--- config.mk ---
export PLATFORM = sky130hd
export DESIGN_NAME = memory_game_ctrl
export DESIGN_NICKNAME = d
export VERILOG_FILES = /design/src/rtl/memory_game_ctrl.sv
export SDC_FILE = /design/constraint.sdc
export NUM_CORES = 1
export LEC_CHECK = 0
export BUFFER_PORTS_ARGS = -buffer_cell sky130_fd_sc_hd__buf_2
export CORE_AREA = 4 4 69 71
export DETAILED_ROUTE_END_ITERATION = 10
export DIE_AREA = 0 0 73 75
export GPL_TIMING_DRIVEN = 0
export HOLD_SLACK_MARGIN = 0.1
export PLACE_DENSITY = 0.74
export REMOVE_ABC_BUFFERS = 1
export SLEW_MARGIN = 20
export SYNTH_ARGS = -nofsm -noshare
export SYNTH_HDL_FRONTEND = slang
export SYNTH_SLANG_ARGS = --single-unit
--- constraint.sdc ---
create_clock -name clk -period 2.86 [get_ports clk]
set_input_delay 0.286 -clock clk [delete_from_list [all_inputs] [get_ports clk]]
set_output_delay 0.286 -clock clk [all_outputs]
set_load 0.005 [all_outputs]
--- src/rtl/memory_game_ctrl.sv ---
// Turn and score controller for the card-matching memory game: validates flips,
// compares pairs, tracks removed positions, rotates players and reports the winner.
module memory_game_ctrl #(
    parameter int unsigned NUM_PLAYERS    = 2,
    parameter int unsigned NUM_PAIRS      = 4,
    parameter int unsigned SCORE_W        = $clog2(NUM_PAIRS + 1),
    parameter int unsigned TIMEOUT_CYCLES = 0,
    localparam int unsigned PW            = (NUM_PLAYERS > 2) ? $clog2(NUM_PLAYERS) : 1,
    localparam int unsigned NUM_CARDS     = 2 * NUM_PAIRS,
    localparam int unsigned POS_W         = $clog2(NUM_CARDS),
    localparam int unsigned CARD_W        = (NUM_PAIRS > 2) ? $clog2(NUM_PAIRS) : 1
) (
    input  logic                           clk,
    input  logic                           rst,
    input  logic                           start_i,
    input  logic                           flip_valid_i,
    input  logic [POS_W-1:0]               flip_pos_i,
    input  logic [CARD_W-1:0]              flip_card_i,
    output logic                           flip_ready_o,
    output logic [PW-1:0]                  player_o,
    output logic                           match_o,
    output logic                           mismatch_o,
    output logic                           illegal_o,
    output logic                           timeout_o,
    output logic [NUM_CARDS-1:0]           removed_o,
    output logic [NUM_PLAYERS*SCORE_W-1:0] scores_o,
    output logic                           game_over_o,
    output logic [PW-1:0]                  winner_o,
    output logic                           tie_o
);

    localparam int unsigned PAIR_W  = $clog2(NUM_PAIRS + 1);
    localparam int unsigned TO_W    = (TIMEOUT_CYCLES > 1) ? $clog2(TIMEOUT_CYCLES) : 1;
    localparam int unsigned TO_LAST = (TIMEOUT_CYCLES > 0) ? TIMEOUT_CYCLES - 1 : 0;

    typedef enum logic [1:0] {
        S_IDLE   = 2'd0,
        S_FIRST  = 2'd1,
        S_SECOND = 2'd2,
        S_DONE   = 2'd3
    } state_e;

    state_e                                state_q, state_d;
    logic [PW-1:0]                         player_q, player_d;
    logic [NUM_PLAYERS-1:0][SCORE_W-1:0]   scores_q, scores_d;
    logic [NUM_CARDS-1:0]                  removed_q, removed_d;
    logic [PAIR_W-1:0]                     pairs_q, pairs_d;
    logic [POS_W-1:0]                      first_pos_q, first_pos_d;
    logic [CARD_W-1:0]                     first_card_q, first_card_d;
    logic [TO_W-1:0]                       cnt_q, cnt_d;
    logic                                  match_q, match_d;
    logic                                  mismatch_q, mismatch_d;
    logic                                  illegal_q, illegal_d;
    logic                                  timeout_q, timeout_d;
    logic                                  flip_ready_q, flip_ready_d;
    logic                                  game_over_q, game_over_d;
    logic [PW-1:0]                         winner_q, winner_d;
    logic                                  tie_q, tie_d;

    logic                                  in_turn;
    logic                                  expire;
    logic                                  pos_oob;
    logic                                  pos_removed;
    logic [SCORE_W-1:0]                    best_score;
    logic [PW-1:0]                         best_idx;
    logic [PW:0]                           best_cnt;

    function automatic logic [PW-1:0] next_player(input logic [PW-1:0] p);
        return (p == PW'(NUM_PLAYERS - 1)) ? '0 : p + PW'(1);
    endfunction

    // Positions beyond the board behave as already removed.
    assign pos_oob     = ({1'b0, flip_pos_i} >= (POS_W + 1)'(NUM_CARDS));
    assign pos_removed = pos_oob || removed_q[flip_pos_i];
    assign in_turn     = (state_q == S_FIRST) || (state_q == S_SECOND);
    // A flip in the expiry cycle takes precedence over the timeout.
    assign expire      = (TIMEOUT_CYCLES != 0) && in_turn && !flip_valid_i
                         && (cnt_q == TO_W'(TO_LAST));

    always_comb begin
        state_d      = state_q;
        player_d     = player_q;
        scores_d     = scores_q;
        removed_d    = removed_q;
        pairs_d      = pairs_q;
        first_pos_d  = first_pos_q;
        first_card_d = first_card_q;
        cnt_d        = '0;
        match_d      = 1'b0;
        mismatch_d   = 1'b0;
        illegal_d    = 1'b0;
        timeout_d    = 1'b0;
        best_score   = '0;
        best_idx     = '0;
        best_cnt     = '0;

        if (in_turn && !flip_valid_i && !expire) begin
            cnt_d = cnt_q + TO_W'(1);
        end

        case (state_q)
            S_IDLE, S_DONE: begin
                if (start_i) begin
                    player_d  = '0;
                    scores_d  = '0;
                    removed_d = '0;
                    pairs_d   = PAIR_W'(NUM_PAIRS);
                    state_d   = S_FIRST;
                end
            end
            S_FIRST: begin
                if (flip_valid_i) begin
                    if (pos_removed) begin
                        illegal_d = 1'b1;
                    end else begin
                        first_pos_d  = flip_pos_i;
                        first_card_d = flip_card_i;
                        state_d      = S_SECOND;
                    end
                end else if (expire) begin
                    timeout_d = 1'b1;
                    player_d  = next_player(player_q);
                end
            end
            S_SECOND: begin
                if (flip_valid_i) begin
                    if (pos_removed || (flip_pos_i == first_pos_q)) begin
                        illegal_d = 1'b1;
                    end else if (flip_card_i == first_card_q) begin
                        match_d                = 1'b1;
                        removed_d[flip_pos_i]  = 1'b1;
                        removed_d[first_pos_q] = 1'b1;
                        scores_d[player_q]     = scores_q[player_q] + SCORE_W'(1);
                        pairs_d                = pairs_q - PAIR_W'(1);
                        state_d = (pairs_q == PAIR_W'(1)) ? S_DONE : S_FIRST;
                    end else begin
                        mismatch_d = 1'b1;
                        player_d   = next_player(player_q);
                        state_d    = S_FIRST;
                    end
                end else if (expire) begin
                    timeout_d = 1'b1;
                    player_d  = next_player(player_q);
                    state_d   = S_FIRST;
                end
            end
            default: state_d = S_IDLE;
        endcase

        // Lowest-index player holding the maximum score; count holders for tie.
        for (int unsigned i = 0; i < NUM_PLAYERS; i++) begin
            if (scores_d[i] > best_score) begin
                best_score = scores_d[i];
                best_idx   = PW'(i);
                best_cnt   = (PW + 1)'(1);
            end else if (scores_d[i] == best_score) begin
                best_cnt = best_cnt + (PW + 1)'(1);
            end
        end

        winner_d     = best_idx;
        tie_d        = (best_cnt > (PW + 1)'(1));
        flip_ready_d = (state_d == S_FIRST) || (state_d == S_SECOND);
        game_over_d  = (state_d == S_DONE);
    end

    always_ff @(posedge clk or posedge rst) begin
        if (rst) begin
            state_q      <= S_IDLE;
            player_q     <= '0;
            scores_q     <= '0;
            removed_q    <= '0;
            pairs_q      <= PAIR_W'(NUM_PAIRS);
            first_pos_q  <= '0;
            first_card_q <= '0;
            cnt_q        <= '0;
            match_q      <= 1'b0;
            mismatch_q   <= 1'b0;
            illegal_q    <= 1'b0;
            timeout_q    <= 1'b0;
            flip_ready_q <= 1'b0;
            game_over_q  <= 1'b0;
            winner_q     <= '0;
            tie_q        <= 1'b0;
        end else begin
            state_q      <= state_d;
            player_q     <= player_d;
            scores_q     <= scores_d;
            removed_q    <= removed_d;
            pairs_q      <= pairs_d;
            first_pos_q  <= first_pos_d;
            first_card_q <= first_card_d;
            cnt_q        <= cnt_d;
            match_q      <= match_d;
            mismatch_q   <= mismatch_d;
            illegal_q    <= illegal_d;
            timeout_q    <= timeout_d;
            flip_ready_q <= flip_ready_d;
            game_over_q  <= game_over_d;
            winner_q     <= winner_d;
            tie_q        <= tie_d;
        end
    end

    assign flip_ready_o = flip_ready_q;
    assign player_o     = player_q;
    assign match_o      = match_q;
    assign mismatch_o   = mismatch_q;
    assign illegal_o    = illegal_q;
    assign timeout_o    = timeout_q;
    assign removed_o    = removed_q;
    assign scores_o     = scores_q;
    assign game_over_o  = game_over_q;
    assign winner_o     = winner_q;
    assign tie_o        = tie_q;

endmodule

==> results.toml <==
[placement]
post-place-ws_ns = -0.349
placed_cells = 294
hpwl_um = 3310
postPlaceCellArea_sq_um = 2220
gp_congestion = 0.826
portBuffers = 30

[routing]
dr_total_vias = 1842
drc_errors = 0
dr.pass1.iters = 4
via_per_inst = 5.83
wl_per_cell_um = 15.8
drt_wl_total_um = 5000
drtIter0Drc = 170
ant_nets = 0

[flow_run]
drv_cap = 0

[clock_tree]
clock-sinks = 32
cts_buffer_depth = 2
clock_latency_ns = 0.29
clkSlewWorstSetupHoldPaths_ns = 0.06
cts_buffers = 5
cts_hold_buffers = 0
cts-root-buf = "clkbuf_8"
cts_tree = "built"
htree_levels = 2

[power]
leakage_nw = 1.11
power.density_nw_per_um2 = 706
max-vdd-ir-drop_v = 0.000579
finalPower_mw = 1.77

[status]
status = "complete, no violations"

[layout]
finalNonFillerCells = 316
layout-drive-gt1-share = 0.299
nets = 281
fin_area_sq_um = 2500
diodes = 0
final_cell_mix = "dfrtp_1, buf_2, nand2_1, inv_1"
area_delta_synth_final_pct = 21.3
n_fill_cell = 364

[critical_path]
cp_data_required_time_ns = 3.04
endpoint_kind = "register"
crit_path_start_kind = "input pin"
slowest_delay_ns = 0.59
cpMaxStageDelayCell = "or4_4"
cp_max_fo = 14
arrival_ns = 2.97
cp_cell_sequence = "buf_2, mux2_2, o2bb2ai_4, or4_4, or3_4, o311a_1, ha_4, and3_4, a21oi_2"
criticalPathCategory = "in2reg"

[timing]
setup_viol = 0
relSlewSlack = 0.466
tns_ns = 0
period_minus_slack_ns = 2.80
finalMaxSlewViolations = 0
finClkSkew_ns = 0.00238
setup_ws_ns = 0.0627
fmax_ghz = 0.357
max_slew.worst_pin.slew_ns = 0.795
hold_viol = 0
period_share = 0.978

[global_routing]
grt_max_degree = 33
grt_pass1_vias = 1729
antenna_found_initial = 0
grt_pass1_wl_um = 8250
gr-total-overflow = 0
grt_util_all_layers = 0.195

[synth]
syn_avg_cell_area_sq_um = 9.14
synth_edf_count = 0
synth.cell_area_sq_um = 2070
netlist-cell-type-count = 50
synthFlopType = "dfrtp_1"
synth_cells = 226
yosys_warnings = 0
ys_seq_area_frac = 0.388
ys_async_sr_fraction = 1.00
ys_seq_elements = 32

[floorplanning]
core_sq_um = 4230
rows = 24
start_util = 0.488
pin_count = 32
die_y_um = 75
die-area_sq_um = 5480
die_w_um = 73

[min_path]
hold_path.class = "in2async"
-- critical path: cells and delay by family --
kind / cells / cell delay [ns]
and+or+nand+nor: 3 / 1.13
muxes: 1 / 0.41
AOI/OAI and AO/OA: 3 / 0.57
buffers and inverters: 1 / 0.28
adders and majority gates: 1 / 0.29
-- sequential cells by signal (all words and copies together), names as in the netlist --
signal / count
match_o: 1
mismatch_o: 1
state_q: 2
scores_o: 6
removed_o: 8
flip_ready_o: 1
winner_o: 1
first_card_q: 2
player_o: 1
tie_o: 1
first_pos_q: 3
pairs_q: 3
game_over_o: 1
illegal_o: 1
-- final timing paths --
| path | start | end | slack [ns] | cells past startpoint |
|---|---|---|---|---|
| setup / recovery | flip_pos_i[0] | winner_o$_DFF_PP0_ | 0.06 | 9 |
| hold / removal | rst | removed_o[6]$_DFFE_PP0P_ | 0.1 | 2 |
| setup reg to reg | removed_o[2]$_DFFE_PP0P_ | winner_o$_DFF_PP0_ | 0.07 | 8 |
| hold reg to reg | first_card_q[1]$_DFFE_PP0P_ | first_card_q[1]$_DFFE_PP0P_ | 0.53 | 1 |
| max in group asynchronous | rst | player_o$_DFFE_PP0P_ | 2.28 | 2 |
| min in group clk | flip_card_i[0] | first_card_q[0]$_DFFE_PP0P_ | 0.26 | 2 |
-- per-stage QoR --
stage	utilization	hold WS (ns)
final	0.592	0.0958
after global routing	0.592	0.158
after CTS	0.566	0.125
after detailed placement	0.524	0.433
after global placement	0.520	0.510
after floorplan	-	0.401
-- cells in the mapped netlist (4+ instances only) --
cell type,number,area (sq um)
o311ai_0,4,35.0
o311ai_1,4,35.0
nand3_1,8,40.0
nand2_1,20,75.1
o21ai_0,15,75.1
a221oi_1,4,35.0
nor3_1,6,30.0
nand2b_1,6,37.5
inv_1,21,78.8
ha_1,9,113
nor2b_1,4,25.0
a211oi_1,6,45.0
mux2_2,6,67.6
nor2_1,11,41.3
dfrtp_1,31,776
clkbuf_1,10,37.5
a222oi_1,4,40.0
and3_1,4,25.0
a31oi_1,4,25.0
a21oi_1,6,30.0
nor4_1,4,25.0
-- routing by layer --
layer / wire (um) / up-vias / global-route usage
met4: 78 / 0 / 0.0799
met3: 286 / 10 / 0.0414
met1: 2290 / 874 / 0.273
li1: - / 902 / -
met5: 0 / - / 0
met2: 2340 / 56 / 0.293
-- timing repair --
item	CTS	global route
pin swaps	8	6
resized for setup	8	10
endpoints found under the setup margin	2	2
setup buffers	8	6
-- logic make-up (layout without fill, tap and decap cells) --
logic type / after synthesis / after routing / synth area share
buffers and inverters: 36 / 74 / 0.0757
multiplexers: 10 / 10 / 0.0545
AND/OR/NAND/NOR: 72 / 72 / 0.181
adder cells (fa/ha/maj): 9 / 9 / 0.0545
other: 1 / 1 / 0.00182
flip-flops: 32 / 32 / 0.388
XOR/XNOR: 5 / 5 / 0.0212
AO/OA/AOI/OAI: 61 / 61 / 0.223
-- cell type report --
| cell class | count | area (sq um) | share of cell area |
|---|---|---|---|
| Tap cell | 52 | 65.1 | 0.0260 |
| Clock inverter | 1 | 5.00 | 0.00200 |
| Clock buffer | 7 | 76.3 | 0.0305 |
| Multi-Input combinational cell | 158 | 1200 | 0.480 |
| Inverter | 21 | 78.8 | 0.0315 |
| Timing Repair Buffer | 45 | 275 | 0.110 |
| Sequential cell | 32 | 803 | 0.321 |
-- power breakdown --
part	leakage, nW	total, mW	internal, mW	switching [mW]
Combinational	0.646	0.796	0.295	0.500
Sequential	0.421	0.638	0.546	0.0917
Clock	0.0422	0.335	0.170	0.164
Total	1.11	1.77	1.01	0.756
Power figures use the tool's default switching activity.
